[src/rtl/input_map_pkg.sv]
// Shared definitions for the memory-mapped input responder: register offsets,
// access-size encoding and the byte-lane mask used by the write path.
package input_map_pkg;

    localparam logic [31:0] OFF_SW_STATE   = 32'h0000_0000;
    localparam logic [31:0] OFF_BTN_STATE  = 32'h0000_0004;
    localparam logic [31:0] OFF_BTN_EVENT  = 32'h0000_0008;
    localparam logic [31:0] OFF_EVENT_MASK = 32'h0000_000C;
    localparam logic [31:0] OFF_SW_CHANGE  = 32'h0000_0010;

    typedef enum logic [1:0] {
        SIZE_BYTE = 2'b00,
        SIZE_HALF = 2'b01,
        SIZE_WORD = 2'b10
    } mem_size_t;

    // Lanes shifted past byte 3 fall off the 4-bit result, which drops them.
    function automatic logic [3:0] lane_mask(input logic [1:0] size,
                                             input logic [1:0] addr_lo);
        logic [3:0] base;
        if (size == SIZE_BYTE)
            base = 4'b0001;
        else if (size == SIZE_HALF)
            base = 4'b0011;
        else
            base = 4'b1111;
        return base << addr_lo;
    endfunction

endpackage

[src/rtl/input_map_debouncer.sv]
// Two-flop synchronizer followed by a stability counter; rise/fall pulse on
// the same edge that updates the debounced output.
module debouncer #(
    parameter int DEBOUNCE_CYCLES = 2000000,
    parameter int CNT_W           = $clog2(DEBOUNCE_CYCLES)
) (
    input  logic clk,
    input  logic rst_n,
    input  logic raw,
    output logic stable,
    output logic rise,
    output logic fall
);

    logic             r_sync1;
    logic             r_sync2;
    logic             r_stable;
    logic [CNT_W-1:0] r_cnt;
    logic             w_diff;
    logic             w_update;

    assign w_diff   = (r_sync2 != r_stable);
    assign w_update = w_diff && (r_cnt == CNT_W'(DEBOUNCE_CYCLES - 1));

    always_ff @(posedge clk or negedge rst_n) begin
        if (!rst_n) begin
            r_sync1  <= 1'b0;
            r_sync2  <= 1'b0;
            r_stable <= 1'b0;
            r_cnt    <= '0;
        end else begin
            r_sync1 <= raw;
            r_sync2 <= r_sync1;
            if (!w_diff) begin
                r_cnt <= '0;
            end else if (w_update) begin
                r_cnt    <= '0;
                r_stable <= r_sync2;
            end else begin
                r_cnt <= r_cnt + CNT_W'(1);
            end
        end
    end

    assign stable = r_stable;
    assign rise   = w_update & r_sync2;
    assign fall   = w_update & ~r_sync2;

endmodule

[src/rtl/input_map.sv]
// Memory-mapped switch/button responder: debounced state, sticky W1C events,
// a maskable registered interrupt, and size/offset-aware read/write access.
module input_map
    import input_map_pkg::*;
#(
    parameter int NUM_SW          = 16,
    parameter int NUM_BTN         = 5,
    parameter int DEBOUNCE_CYCLES = 2000000
) (
    input  logic                clk,
    input  logic                rst_n,
    input  logic [NUM_SW-1:0]   sw,
    input  logic [NUM_BTN-1:0]  btn,
    input  logic [31:0]         input_address,
    input  logic [31:0]         input_in,
    input  logic [1:0]          input_size,
    input  logic                input_write_enable,
    output logic [31:0]         input_out,
    output logic                irq
);

    localparam int CNT_W = $clog2(DEBOUNCE_CYCLES);
    // Only button bits and the switch-change gate exist in EVENT_MASK.
    localparam logic [31:0] MASK_IMPL = 32'h8000_0000 | 32'((64'd1 << NUM_BTN) - 64'd1);

    logic [NUM_SW-1:0]  w_sw_stable;
    logic [NUM_SW-1:0]  w_sw_rise;
    logic [NUM_SW-1:0]  w_sw_fall;
    logic [NUM_BTN-1:0] w_btn_stable;
    logic [NUM_BTN-1:0] w_btn_rise;
    logic [NUM_BTN-1:0] w_btn_fall;
    logic               w_unused_btn_fall;

    logic [NUM_BTN-1:0] r_btn_event;
    logic [NUM_SW-1:0]  r_sw_change;
    logic [31:0]        r_event_mask;
    logic               r_irq;

    genvar gi;
    generate
        for (gi = 0; gi < NUM_SW; gi++) begin : g_sw
            debouncer #(.DEBOUNCE_CYCLES(DEBOUNCE_CYCLES), .CNT_W(CNT_W)) u_db (
                .clk(clk), .rst_n(rst_n), .raw(sw[gi]),
                .stable(w_sw_stable[gi]), .rise(w_sw_rise[gi]), .fall(w_sw_fall[gi])
            );
        end
        for (gi = 0; gi < NUM_BTN; gi++) begin : g_btn
            debouncer #(.DEBOUNCE_CYCLES(DEBOUNCE_CYCLES), .CNT_W(CNT_W)) u_db (
                .clk(clk), .rst_n(rst_n), .raw(btn[gi]),
                .stable(w_btn_stable[gi]), .rise(w_btn_rise[gi]), .fall(w_btn_fall[gi])
            );
        end
    endgenerate

    // Button releases are not events; only presses are captured.
    assign w_unused_btn_fall = ^w_btn_fall;

    logic [29:0] w_word_idx;
    logic [3:0]  w_lanes;
    logic [31:0] w_bitmask;
    logic [31:0] w_wbits;
    logic        w_sel_bev;
    logic        w_sel_mask;
    logic        w_sel_swc;

    assign w_word_idx = input_address[31:2];
    assign w_lanes    = lane_mask(input_size, input_address[1:0]);
    assign w_bitmask  = {{8{w_lanes[3]}}, {8{w_lanes[2]}}, {8{w_lanes[1]}}, {8{w_lanes[0]}}};
    assign w_wbits    = (input_in << {input_address[1:0], 3'b000}) & w_bitmask;
    assign w_sel_bev  = input_write_enable && (w_word_idx == OFF_BTN_EVENT[31:2]);
    assign w_sel_mask = input_write_enable && (w_word_idx == OFF_EVENT_MASK[31:2]);
    assign w_sel_swc  = input_write_enable && (w_word_idx == OFF_SW_CHANGE[31:2]);

    logic [NUM_BTN-1:0] w_btn_clr;
    logic [NUM_SW-1:0]  w_sw_clr;

    assign w_btn_clr = w_sel_bev ? w_wbits[NUM_BTN-1:0] : '0;
    assign w_sw_clr  = w_sel_swc ? w_wbits[NUM_SW-1:0]  : '0;

    // Setting after clearing makes a same-cycle set win over W1C.
    always_ff @(posedge clk or negedge rst_n) begin
        if (!rst_n) begin
            r_btn_event  <= '0;
            r_sw_change  <= '0;
            r_event_mask <= '0;
            r_irq        <= 1'b0;
        end else begin
            r_btn_event <= (r_btn_event & ~w_btn_clr) | w_btn_rise;
            r_sw_change <= (r_sw_change & ~w_sw_clr) | w_sw_rise | w_sw_fall;
            if (w_sel_mask)
                r_event_mask <= (r_event_mask & ~w_bitmask) | (w_wbits & MASK_IMPL);
            r_irq <= (|(r_btn_event & r_event_mask[NUM_BTN-1:0]))
                   | ((|r_sw_change) & r_event_mask[31]);
        end
    end

    logic [31:0] w_reg;
    logic [31:0] w_shifted;

    always_comb begin
        w_reg = '0;
        case (w_word_idx)
            OFF_SW_STATE[31:2]:   w_reg[NUM_SW-1:0]  = w_sw_stable;
            OFF_BTN_STATE[31:2]:  w_reg[NUM_BTN-1:0] = w_btn_stable;
            OFF_BTN_EVENT[31:2]:  w_reg[NUM_BTN-1:0] = r_btn_event;
            OFF_EVENT_MASK[31:2]: w_reg              = r_event_mask;
            OFF_SW_CHANGE[31:2]:  w_reg[NUM_SW-1:0]  = r_sw_change;
            default:              w_reg              = '0;
        endcase
    end

    assign w_shifted = w_reg >> {input_address[1:0], 3'b000};

    always_comb begin
        input_out = w_shifted;
        if (input_size == SIZE_BYTE)
            input_out = {24'd0, w_shifted[7:0]};
        else if (input_size == SIZE_HALF)
            input_out = {16'd0, w_shifted[15:0]};
    end

    assign irq = r_irq;

endmodule
[config.mk]
export PLATFORM = sky130hd
export DESIGN_NAME = input_map
export DESIGN_NICKNAME = d
export VERILOG_FILES = /design/src/rtl/input_map_pkg.sv /design/src/rtl/input_map_debouncer.sv /design/src/rtl/input_map.sv
export SDC_FILE = /design/constraint.sdc
export NUM_CORES = 1
export LEC_CHECK = 0
export BUFFER_PORTS_ARGS = -buffer_cell sky130_fd_sc_hd__buf_2
export CAP_MARGIN = 20
export CELL_PAD_IN_SITES_DETAIL_PLACEMENT = 0
export CELL_PAD_IN_SITES_GLOBAL_PLACEMENT = 1
export CORE_MARGIN = 4
export CORE_UTILIZATION = 40
export DETAILED_ROUTE_END_ITERATION = 8
export GPL_TIMING_DRIVEN = 0
export PLACE_DENSITY = 0.64
export SLEW_MARGIN = 30
export SYNTH_ARGS = -nofsm -noshare
export SYNTH_HDL_FRONTEND = slang
export SYNTH_HIERARCHICAL = 1
export SYNTH_SLANG_ARGS = --single-unit
[constraint.sdc]
create_clock -name clk -period 2.7 [get_ports clk]
set_input_delay 0.27 -clock clk [delete_from_list [all_inputs] [get_ports clk]]
set_output_delay 0.27 -clock clk [all_outputs]
set_load 0.005 [all_outputs]
After elaboration in Yosys (flattened, before gate mapping)
Index checks and enable logic that the tools add are counted.
{"block": "word_totals", "regBits": 558, "inputBits": 90, "output_inout_bits": 33, "wordCells": 326}
{"block": "classes", "addsub": 21, "n_eq_ne": 47, "shifts": 3, "mux": 51, "bitwise": 67, "reduce_logical": 49}
{"op": "21-bit 2-to-1 mux", "count": 42}
{"op": "21-bit by 1-bit adder with 21-bit output (second input constant)", "count": 21}
{"op": "21-bit equality test (second input constant)", "count": 21}
{"op": "32-bit AND", "count": 2}
{"op": "32-bit 2-to-1 mux", "count": 2}
{"op": "30-bit by 2-bit equality test with 1-bit output (second input constant)", "count": 2}
{"op": "2-bit AND reduction", "count": 21}
{"op": "1-bit AND", "count": 38}
{"op": "11-bit one-hot mux with 3 select lines", "count": 1}
{"op": "16-bit 2-to-1 mux", "count": 2}
{"op": "32-bit inverter", "count": 1}
{"op": "16-bit bitwise OR", "count": 2}
{"op": "32-bit bitwise OR", "count": 1}
{"op": "32-bit by 5-bit << shifter with 32-bit output", "count": 1}
{"op": "32-bit by 5-bit >> shifter with 32-bit output", "count": 1}
{"op": "30-bit by 1-bit equality test with 1-bit output (second input constant)", "count": 1}
{"op": "30-bit by 3-bit equality test with 1-bit output (second input constant)", "count": 1}
{"op": "30-bit zero test", "count": 1}
{"op": "5-bit one-hot mux with 5 select lines", "count": 1}
{"op": "1-bit logical AND", "count": 24}
{"op": "1-bit != test", "count": 21}
{"op": "16-bit AND", "count": 1}
{"op": "1-bit inverter", "count": 16}
{"op": "16-bit inverter", "count": 1}
{"op": "other kinds (11)", "count": 13}

Longest topological paths before layout
Gate-level depths: netlist (run 1).
{"block": "depth", "depth_word": 10, "mapped_depth": 7, "depth_no_buf": 7}

By module
Netlist (run 1), hierarchy kept.
{"mod": "debouncer", "instances": 21, "cells_each": 114, "area_each_um2": 1181.1, "seq_area_each_um2": 600.6}
{"mod": "input_map", "instances": 1, "cells_each": 351, "area_each_um2": 3218.1, "seq_area_each_um2": 1351.3}

Worst setup path after synthesis (run 1)
No wires, ideal clock.
{"block": "synth_path", "path_kind": "input-to-output", "from": "input port input_address[2]", "to": "output port input_out[13]", "t_arrival_ps": 1785, "required_ps": 2430, "slack_ps": 645, "cell_stages": 7, "path_cell_list": "clkbuf_1 -> or2_2 -> clkbuf_1 -> a21oi_1 -> nor3b_1 -> nand2b_1 -> a31oi_1"}
{"block": "synth_via", "elab_chain_cells": 5, "elab_cells_between_ends": 8, "classes_between": "eq/ne (2); shift (1); mux (4); reduce/logical (1)"}
{"element": "start, declared", "line": "input_map.sv:14", "rtl": "input logic [31:0] input_address,"}
{"element": "30-bit by 3-bit equality test with 1-bit output, or another cell as far along", "line": "input_map.sv:102", "rtl": "case (w_word_idx)"}
{"element": "11-bit one-hot mux with 3 select lines or 16-bit 2-to-1 mux (tied branches)", "line": "input_map.sv:102"}
{"element": "32-bit by 5-bit >> shifter with 32-bit output (*)", "line": "input_map.sv:112", "rtl": "assign w_shifted = w_reg >> {input_address[1:0], 3'b000};"}
{"element": "32-bit 2-to-1 mux (*)", "line": "input_map.sv:118", "rtl": "else if (input_size == SIZE_HALF)"}
{"element": "32-bit 2-to-1 mux (*)", "line": "input_map.sv:116", "rtl": "if (input_size == SIZE_BYTE)"}
{"element": "end, declared", "line": "input_map.sv:18", "rtl": "output logic [31:0] input_out,"}
Mark *: on every way between the ends. The rest lies on a longest branch, timed or not.

Worst setup path after layout (run 1)
{"block": "layout_path", "from": "register g_sw[6].u_db.r_cnt[0]", "to": "register r_sw_change[6]"}
{"block": "layout_via", "elab_cells_between_ends": 6, "classes_between": "eq/ne (1); bitwise (4); reduce/logical (1)"}
{"element": "start, declared", "line": "input_map_debouncer.sv:18", "rtl": "logic [CNT_W-1:0] r_cnt;"}
{"element": "start signal, assigned", "line": "input_map_debouncer.sv:40", "rtl": "r_cnt <= r_cnt + CNT_W'(1);"}
{"element": "21-bit equality test", "line": "input_map_debouncer.sv:23", "rtl": "assign w_update = w_diff && (r_cnt == CNT_W'(DEBOUNCE_CYCLES - 1));"}
{"element": "1-bit logical AND", "line": "input_map_debouncer.sv:23"}
{"element": "1-bit AND", "line": "input_map_debouncer.sv:47", "rtl": "assign fall = w_update & ~r_sync2;"}
{"element": "via w_sw_fall[6]", "line": "input_map.sv:28", "rtl": "logic [NUM_SW-1:0] w_sw_fall;"}
{"element": "16-bit bitwise OR", "line": "input_map.sv:89", "rtl": "r_sw_change <= (r_sw_change & ~w_sw_clr) | w_sw_rise | w_sw_fall;"}
{"element": "end signal, assigned", "line": "input_map.sv:89"}
{"element": "end, declared", "line": "input_map.sv:35", "rtl": "logic [NUM_SW-1:0] r_sw_change;"}
The timed path passes the listed nets, and every way through them passes these cells.
A chain may end at the register's enable or synchronous reset.

==> results.yml, run 1 <==
pwr:
  power_density_mw_per_mm2: 570
  clkPwrFrac: 0.496
  pwr-share-comb: 0.041
  seqPwrFrac: 0.463
  p_leak_nw: 13.5
  swShare: 0.226
  peakVddDrop_mv: 0.419
  netSwitchingPower_mw: 4.20
  intPower_mw: 14.3
routing:
  drc: 0
  drt_iter0_drc: 1385
  ant_nets: 0
  routed_via_density: 5.46
  drt_pass1_iterations: 5
  vias: 21500
  wl_per_cell_um: 16.8
  wirelength_um: 66300
global_route:
  grt_overflow: 0
  antenna_found_initial: 6
  grt_pass1_vias: 21100
  grt_pass1_wl_um: 110000
  grt_max_degree: 83
  track_usage: 0.178
clocking:
  clockRootBuffer: "clkbuf_16"
  clk_path_buf_depth: 3
  cts.sinks: 558
  htreeDepth: 3
  clk_latency_ns: 0.60
  cts_buffers: 68
  cts_tree: "done"
  cts.clk_slew.worst_paths_ns: 0.06
sta:
  final-hold-violation-count: 0
  final-setup-viol-count: 0
  slew_headroom: 0.480
  period_share: 0.971
  tns_ns: 0
  fin_worst_skew_ns: 0.0222
  drv_slew: 0
  fin_crit_ns: 2.62
  max_slew.worst_pin.slew_ns: 0.781
  rsz0062_at_grt: "no"
  max_freq_mhz: 381
floorplan:
  start_util: 0.406
  core-area_mm2: 0.0689
  io_pins: 123
  die_x_um: 273
  die-area_mm2: 0.0743
  row_count: 96
  die_y_um: 273
layout:
  synthToLayoutAreaGrowth_pct: 16.2
  final_cell_mix: "dfrtp_1 (557), nor2_1 (333), nand2_1 (184), xor2_1 (147), xnor2_1 (147)"
  final_common_cell: "dfrtp_1"
  finalNetCount: 3064
  design_area_mm2: 0.0325
  drive_above_1_share: 0.162
placed_design:
  dp_hpwl_um: 47300
  io_buffer_count: 103
  gp_congestion: 0.816
  placed_area_mm2: 0.0299
critical_path:
  crit_chain: "ha_1 > and4_1 > nand4_1 > or4_1 > nor3b_1 > a211o_1"
  cp_slowest_cell: "or4_1"
  slowest_delay_ns: 0.66
  worstPathArrival_ns: 3.15
  worst-setup-path-type: "reg2reg"
  crit_path_end_kind: "flip-flop"
  startpoint_type: "flip-flop"
  cp.required_ns: 3.23
  cp_max_fo: 5
yosys:
  synth-warning-count: 6
  synthCells: 2740
  synth_nets: 2851
  avgSynthCellArea_um2: 10.2
  syn_area_mm2: 0.0280
run_status:
  outcome: "complete, no violations"
hold_path:
  min_path_type: "in2reg"
job:
  drv_cap: 0
==> metal layers <==
metal / wire (um) / vias to the layer above / track usage
li1: - / 10500 / -
met1: 32800 / 10600 / 0.265
met2: 29000 / 379 / 0.270
met3: 2980 / 80 / 0.0297
met4: 1580 / 0 / 0.0491
met5: 0 / - / 0
==> sequential cells by signal (all words and copies together), names as in the netlist, 16 cells and up, named ones only <==
signal and cells:
g_btn.u_db/r_cnt 105, g_sw.u_db/stable 16, g_sw.u_db/r_sync2 16, r_event_mask 26, g_sw.u_db/r_cnt 336, r_sw_change 16
g_sw.u_db/r_sync1 16
==> worst max-delay path: cells and delay by family, from the launching register on <==
family	cells	cell delay [ns]
DFF	1	0.38
and+or+nand+nor	4	1.77
adders and majority gates	1	0.25
AOI/OAI and AO/OA	1	0.18
==> power by group through the flow <==
stage / Sequential (mW) / Clock [mW] / Combinational (mW)
finish: 8.58 / 9.20 / 0.751
global route: 8.59 / 9.89 / 0.858
CTS: 8.58 / 9.56 / 0.772
detailed placement: 8.73 / 0 / 0.732
global placement: 8.73 / 0 / 0.688
floorplan: 8.71 / 0 / 0.330
==> timing repair <==
action	4_1_cts	5_1_grt
buffers inserted	2	4
endpoints found under the hold margin	92	0
pin swaps	1	3
gates resized for setup	5	8
hold buffers	27	0
endpoints found under the setup margin	25	31
cloned	0	0
==> cell type report <==
type	count	area [um^2]
multi-input cells	2077	13600
clock inverters	26	295
well taps	931	1160
diodes	2	5.00
clock buffers	96	1980
plain buffers	82	430
flip-flops and latches	558	14000
fillers	6545	36400
inverters	23	86.3
repair buffers	143	1030
==> final timing paths <==
check | from | endpoint | slack, ns | depth (start not counted)
worst max-delay path | g_sw[6].u_db/r_cnt[0] | r_sw_change[6] | 0.08 | 6
worst min-delay path | input_in[5] | r_sw_change[5] | 0.03 | 3
worst max register to register | g_sw[6].u_db/r_cnt[0] | r_sw_change[6] | 0.08 | 6
max in group asynchronous | rst_n | g_sw[7].u_db/r_cnt[9] | 0.94 | 5
worst min register to register | g_sw[13].u_db/r_sync1 | g_sw[13].u_db/r_sync2 | 0.35 | 0
min in group asynchronous | rst_n | g_sw[14].u_db/r_cnt[11] | 0.24 | 2
==> stage by stage <==
stage | hold slack (ns) | setup WS, ns | cells | util | total power, mW
after floorplan | -0.0256 | 0.645 | 2740 | - | 9.04
after global placement | 0.333 | -10.51 | 3774 | 0.430 | 9.42
after detailed placement | 0.288 | -0.269 | 3781 | 0.433 | 9.46
after CTS | 0.00612 | 0.00497 | 3932 | 0.471 | 18.9
after global routing | 0.0138 | 0.00931 | 3936 | 0.472 | 19.3
final | 0.0275 | 0.0784 | 3938 | 0.472 | 18.5
Note: power is estimated with default switching activity, not from simulation.
==> run 2, diff against run 1 <==
--- a/config.mk
+++ b/config.mk
@@ -5,6 +5,7 @@
 export SDC_FILE = /design/constraint.sdc
 export NUM_CORES = 1
 export LEC_CHECK = 0
+export ABC_CLOCK_PERIOD_IN_PS = 2150
 export BUFFER_PORTS_ARGS = -buffer_cell sky130_fd_sc_hd__buf_2
 export CAP_MARGIN = 20
 export CELL_PAD_IN_SITES_DETAIL_PLACEMENT = 0
@@ -13,9 +14,8 @@
 export CORE_UTILIZATION = 40
 export DETAILED_ROUTE_END_ITERATION = 8
 export GPL_TIMING_DRIVEN = 0
-export PLACE_DENSITY = 0.64
+export PLACE_DENSITY = 0.67
 export SLEW_MARGIN = 30
 export SYNTH_ARGS = -nofsm -noshare
 export SYNTH_HDL_FRONTEND = slang
-export SYNTH_HIERARCHICAL = 1
 export SYNTH_SLANG_ARGS = --single-unit
==> constraint.sdc (replaced) <==
create_clock -name clk -period 2.15 [get_ports clk]
set_input_delay 0.215 -clock clk [delete_from_list [all_inputs] [get_ports clk]]
set_output_delay 0.215 -clock clk [all_outputs]
set_load 0.005 [all_outputs]
==> results.yml, run 2 <==
layout:
  final_common_cell: "dfrtp_1"
  finalNetCount: 2975
  drive_above_1_share: 0.143
  synthToLayoutAreaGrowth_pct: 20.4
  final_cell_mix: "dfrtp_1 (553), nor2_1 (524), xor2_1 (252), nand2_1 (204), nand3_1 (174)"
  largest_reg_flops: 336
  finalNonFillerCells: 3772
  top_register: "g_sw.u_db.r_cnt"
  largestRegisters: "g_sw.u_db.r_cnt (336), g_btn.u_db.r_cnt (105), r_event_mask (26)"
routing:
  drc: 0
  wl_met1_um: 29200
  highest_layer: "met5"
  drt_iter0_drc: 1256
  drt_pass1_iterations: 5
  ant_nets: 0
  wl_per_cell_um: 16.3
  wl_met3_um: 2550
  routed_via_density: 5.13
  wl_met2_um: 28200
  wirelength_um: 61400
  vias: 19400
clocking:
  clockRootBuffer: "clkbuf_16"
  clk_path_buf_depth: 3
  cts.sinks: 558
  htreeDepth: 3
  cts.clk_slew.worst_paths_ns: 0.06
  cts_tree: "done"
  clk_latency_ns: 0.59
  cts_buffers: 66
yosys:
  avgSynthCellArea_um2: 10.0
  synthTopCellsByArea: "dfrtp_1 (53%), xor2_1 (8.5%), nor2_1 (7.6%), xnor2_1 (5.2%), nand3_1 (3.4%)"
  synthCells: 2611
  netlist.area_leader.share: 0.534
  yosys_register_bits: 558
  synth_area_leader_cell: "dfrtp_1"
  synthFlopType: "dfrtp_1"
  synth_edf_count: 0
  ys_top_cells_by_count: "dfrtp_1 (558), nor2_1 (530), xor2_1 (253)"
  ys_types: 64
  synth-warning-count: 0
  ys_seq_area_frac: 0.534
  async_reset_ff_frac: 1.00
  syn_area_mm2: 0.0261
  synth.most_common_cell: "dfrtp_1"
  synth_nets: 2722
pwr:
  fin_total_pwr_mw: 22.8
  power_density_mw_per_mm2: 723
  peakVddDrop_mv: 0.564
  p_leak_nw: 13.7
global_route:
  grt_overflow: 0
  grt_max_degree: 90
  grt_pass1_vias: 19700
  track_usage: 0.176
  grt_pass1_wl_um: 102000
  antenna_found_initial: 6
sta:
  final-setup-viol-count: 32
  final-hold-violation-count: 0
  max_slew.worst_pin.slew_ns: 1.00
  setup_ws_ns: -0.396
  max_freq_mhz: 393
  slew_headroom: 0.326
  fin_crit_ns: 2.55
  fin_worst_skew_ns: 0.0231
  rsz0062_at_grt: "yes"
  period_share: 1.18
  drv_slew: 0
  tns_ns: -7.24
  timing.hold.ws_ns: 0.0412
critical_path:
  worst-setup-path-type: "in2out"
  rrSetupSlack_ns: 0.12
  worstPathArrival_ns: 2.33
  cp.required_ns: 1.93
  crit_path_end_kind: "output port"
  worstReg2RegStart: "g_sw[2].u_db.r_cnt[0]"
  reg2reg_depth: 6
  cp_max_fo: 5
  startpoint: "input_address[7]"
  startpoint_type: "input port"
  crit_path_end: "input_out[7]"
  r2r-end: "g_sw[2].u_db.r_cnt[20]"
placed_design:
  gp_congestion: 0.830
  dp.cells: 3577
  place_ws_ns: -0.969
  io_buffer_count: 104
  dp_hpwl_um: 42700
floorplan:
  start_util: 0.405
  row_count: 93
  io_pins: 123
  die_y_um: 264
  core-area_mm2: 0.0646
  die-area_mm2: 0.0695
  die_x_um: 264
run_status:
  violations: "negative setup slack"
  outcome: "complete, but fails checks"
hold_path:
  min_path_type: "in2reg"
job:
  drv_cap: 0
[run 2: per-stage QoR]
step / instance area (um^2) / util
floorplan: 26100 / -
global placement: 27700 / 0.429
detailed placement: 27900 / 0.433
CTS: 31100 / 0.482
global route: 31500 / 0.487
finish: 31500 / 0.487
[run 2: how the worst min path moves through the flow]
stage          cells after the start    startpoint                         end
2_1_floorplan                      0         rst_n  asynchronous set/reset pin
3_3_place_gp                       1         sw[6]        g_sw[6].u_db.r_sync1
3_5_place_dp                       1         rst_n     g_sw[13].u_db.r_cnt[11]
4_1_cts                            2         rst_n     g_sw[13].u_db.r_cnt[11]
5_1_grt                            2         rst_n      g_sw[13].u_db.r_cnt[0]
6_report                           4  input_in[14]             r_sw_change[14]
[run 2: final cells by class]
type | count | area (um^2)
Clock inverter | 16 | 169
Multi-Input combinational cell | 1939 | 12300
Fill cell | 6029 | 33100
Tap cell | 855 | 1070
Antenna cell | 5 | 12.5
Clock buffer | 100 | 1970
Timing Repair Buffer | 190 | 1530
Inverter | 49 | 184
Sequential cell | 558 | 14000
Buffer | 60 | 314
[run 2: worst max-delay path, cell delays in order]
cell and delay [ns]:
buf_6 0.10, nor4_4 0.32, nand4_4 0.20, or4_4 0.60, buf_8 0.16, nor2_4 0.16
buf_6 0.12, a32oi_1 0.09, o21ai_1 0.19, buf_2 0.18
[run 2: power breakdown]
group | switching, mW | total (mW) | internal, mW
clock | 4.35 | 11.0 | 6.69
combinational | 0.636 | 0.976 | 0.340
sequential | 0.118 | 10.8 | 10.6
total | 5.10 | 22.8 | 17.7
[run 2: cell families (layout without fill, tap and decap cells)]
| logic type | after synthesis | count (layout) | synth area share |
|---|---|---|---|
| compound gates | 122 | 122 | 0.0312 |
| xor+xnor | 407 | 407 | 0.136 |
| fa+ha+maj | 21 | 21 | 0.0101 |
| buf+inv | 114 | 415 | 0.0169 |
| flops | 558 | 558 | 0.534 |
| mux | 45 | 45 | 0.0202 |
| other cells | 0 | 5 | 0 |
| simple gates | 1344 | 1344 | 0.251 |
[run 2: routing by layer]
layer	vias to the layer above	track usage
li1	9366	-
met1	9601	0.250
met2	303	0.281
met3	90	0.0334
met4	2	0.0439
met5	-	0
[run 2: repair_timing]
item | CTS | global route
setup endpoints to repair | 309 | 532
gates resized for setup | 110 | 81
gates cloned | 1 | 1
hold endpoints to repair | 122 | 0
pin swaps | 32 | 30
hold buffers | 35 | 0
buffers inserted | 24 | 18
==> run 3, diff against run 2 <==
--- a/config.mk
+++ b/config.mk
@@ -5,6 +5,7 @@
 export SDC_FILE = /design/constraint.sdc
 export NUM_CORES = 1
 export LEC_CHECK = 0
+export ABC_AREA = 1
 export ABC_CLOCK_PERIOD_IN_PS = 2150
 export BUFFER_PORTS_ARGS = -buffer_cell sky130_fd_sc_hd__buf_2
 export CAP_MARGIN = 20
@@ -14,7 +15,7 @@
 export CORE_UTILIZATION = 40
 export DETAILED_ROUTE_END_ITERATION = 8
 export GPL_TIMING_DRIVEN = 0
-export PLACE_DENSITY = 0.67
+export PLACE_DENSITY = 0.7
 export SLEW_MARGIN = 30
 export SYNTH_ARGS = -nofsm -noshare
 export SYNTH_HDL_FRONTEND = slang
==> results.yml, run 3 <==
yosys:
  synthMuxAreaShare: 0.00278
  ys_types: 54
  synthCells: 3516
  synth_top_family_by_area: "simple AND/OR/NAND/NOR gates"
  synth_compound_area_frac: 0.0678
  synth-warning-count: 0
  yosys_register_bits: 558
  synth_edf_count: 0
  yosys.area_share.simple: 0.300
  async_reset_ff_frac: 1.00
  synthFlopType: "dfrtp_1"
  syn_area_mm2: 0.0284
  synth_area_leader_cell: "dfrtp_1"
  synth.most_common_cell: "nand2_1"
  synthXorXnorAreaFrac: 0.0467
  synthTopCellsByArea: "dfrtp_1 (49%), nand2_1 (7.5%), inv_1 (7.2%), nor2_1 (6.5%), nand3_1 (4.6%)"
  avgSynthCellArea_um2: 8.07
  ys_top_cells_by_count: "nand2_1 (570), dfrtp_1 (558), inv_1 (545)"
  synth_fa_ha_area_frac: 0.00926
  netlist.area_leader.share: 0.492
  synth_nets: 3627
  ys_seq_area_frac: 0.492
floorplan:
  die-area_mm2: 0.0753
  die_y_um: 274
  die_x_um: 274
  start_util: 0.405
  io_pins: 123
  core-area_mm2: 0.0701
  row_count: 97
clocking:
  cts_tree: "done"
  clockRootBuffer: "clkbuf_16"
  clk_latency_ns: 0.59
  cts.sinks: 558
  htreeDepth: 3
  clk_path_buf_depth: 3
  cts_buffers: 69
  cts.clk_slew.worst_paths_ns: 0.06
global_route:
  grt_overflow: 0
  grt_pass1_vias: 22800
  antenna_found_initial: 11
  grt_max_degree: 80
  grt_pass1_wl_um: 116000
  track_usage: 0.186
pwr:
  swShare: 0.221
  peakVddDrop_mv: 0.945
  power_density_mw_per_mm2: 724
  fin_total_pwr_mw: 24.5
  p_leak_nw: 15.5
  seqPwrFrac: 0.439
  netSwitchingPower_mw: 5.41
  clkPwrFrac: 0.519
  pwr-share-comb: 0.042
  intPower_mw: 19.1
layout:
  final_util: 0.482
  largest_reg_flops: 336
  ff_latch_area_mm2: 0.0140
  fill_cells: 7054
  final_cell_mix: "dfrtp_1 (557), nand2_1 (550), inv_1 (542), nor2_1 (477), nand3_1 (254)"
  finalNetCount: 3858
  multi_input_area_mm2: 0.0125
  top_register: "g_sw.u_db.r_cnt"
  finalNonFillerCells: 4746
  synthToLayoutAreaGrowth_pct: 19.2
  drive_above_1_share: 0.133
  final_common_cell: "dfrtp_1"
  largestRegisters: "g_sw.u_db.r_cnt (336), g_btn.u_db.r_cnt (105), r_event_mask (26)"
hold_path:
  min_path_type: "in2reg"
  whs_path_depth: 4
placed_design:
  dp_hpwl_um: 50300
  dp.cells: 4573
  io_buffer_count: 108
  gp_congestion: 0.807
  place_ws_ns: -0.466
routing:
  routed_via_density: 4.84
  wirelength_um: 69300
  drc: 0
  drt_pass1_iterations: 5
  wl_per_cell_um: 14.6
  vias: 23000
  ant_nets: 0
  drt_iter0_drc: 1140
sta:
  slew_headroom: 0.527
  rsz0062_at_grt: "yes"
  setup_ws_ns: 0.0302
  final-hold-violation-count: 0
  max_slew.worst_pin.slew_ns: 0.708
  drv_slew: 0
  period_share: 0.986
  fin_crit_ns: 2.12
  final-setup-viol-count: 0
  tns_ns: 0
  fin_worst_skew_ns: 0.0170
  max_freq_mhz: 472
critical_path:
  slowest_delay_ns: 0.21
  worstReg2RegStart: "g_sw[0].u_db.r_sync2"
  path_common_cell: "buf_2"
  reg2reg_depth: 8
  cp.required_ns: 1.93
  startpoint: "input_address[8]"
  cp_slowest_cell: "nor2_4"
  r2r-end: "g_sw[0].u_db.r_cnt[11]"
  rrSetupSlack_ns: 0.18
  startpoint_type: "input port"
  worstPathArrival_ns: 1.90
  crit_path_end: "input_out[1]"
  cp_max_fo: 9
  worst-setup-path-type: "in2out"
  crit_path_end_kind: "output port"
  crit_chain: "buf_2 > inv_1 > nand2_2 > nor2_4 > nand2_4 > nor2_8 > nand2_8 > clkinv_8 > clkbuf_16 > nand3_2 > o21ai_2 > nor2_2 > a21oi_4 > buf_2"
run_status:
  outcome: "complete, no violations"
job:
  drv_cap: 0
[run 3: changes by cell type in the layout (fill, tap and decap cells not counted), moves of 33 or more]
cell / delta
xnor2_1: -115
inv_1: +495
and3_1: -38
nor2_1: -47
inv_2: +33
xor2_1: -162
clkbuf_2: -33
nand3_1: +80
nor3_1: +112
nand2_1: +346
a21oi_1: +133
o21ai_0: +108
[run 3: per-layer routing]
layer | GRT usage | routed length (um)
met4 | 0.0515 | 1430
met1 | 0.261 | 33800
met2 | 0.297 | 31200
met3 | 0.0325 | 2850
met5 | 0 | 59
[run 3: logic make-up (layout without fill, tap and decap cells)]
logic type / count (synthesis) / in the layout
adders and majority gates: 21 / 21
buffers and inverters: 611 / 897
and+or+nand+nor: 1817 / 1817
AOI/OAI and AO/OA: 360 / 360
DFF: 558 / 558
muxes: 7 / 7
xor gates and xnor gates: 142 / 142
other: 0 / 4
[run 3: what timing repair did]
item / in CTS / in global routing
gates cloned: 0 / 1
pin swaps: 10 / 18
buffers inserted: 8 / 4
hold endpoints to repair: 138 / 0
hold buffers: 30 / 0
resized for setup: 56 / 84
setup endpoints to repair: 48 / 135
[run 3: how the worst min path moves through the flow]
| stage | start | to | slack, ns |
|---|---|---|---|
| after floorplan | rst_n | asynchronous set/reset pin | -0.08 |
| after detailed placement | rst_n | g_sw[4].u_db.r_cnt[17] | 0.26 |
| after global placement | btn[1] | g_btn[1].u_db.r_sync1 | 0.32 |
| after CTS | input_in[31] | flip-flop | 0.0009 |
| final | input_in[12] | r_sw_change[12] | 0.03 |
| after global routing | input_in[31] | flip-flop | 0.02 |
[run 3: cell type report]
cell class | count | share of cell area
inverters | 578 | 0.0646
well taps | 940 | 0.0348
clock inverters | 27 | 0.0131
repair buffers | 160 | 0.0375
clock buffers | 99 | 0.0619
diodes | 4 | 0.000296
plain buffers | 33 | 0.00599
multi-input cells | 2347 | 0.369
flip-flops and latches | 558 | 0.413
[run 3: power by group through the flow]
stage | clock network [mW] | registers [mW] | logic, mW
3_3_place_gp | 0 | 10.9 | 0.926
3_5_place_dp | 0 | 10.9 | 0.985
4_1_cts | 13.1 | 10.7 | 1.05
6_report | 12.7 | 10.7 | 1.04
5_1_grt | 13.6 | 10.8 | 1.19
2_1_floorplan | 0 | 10.9 | 0.438
[run 3: worst max-delay path, delay by kind of cell]
kind | cells | cell delay, ns
AND/OR/NAND/NOR | 7 | 0.82
buffers and inverters | 5 | 0.53
AO/OA/AOI/OAI | 2 | 0.31
[run 3: metrics by stage]
stage | area, um^2 | hold slack, ns
2_1_floorplan | 28400 | -0.0806
3_3_place_gp | 30100 | 0.323
3_5_place_dp | 30400 | 0.255
4_1_cts | 33500 | 0.000866
5_1_grt | 33800 | 0.0227
6_report | 33800 | 0.0301
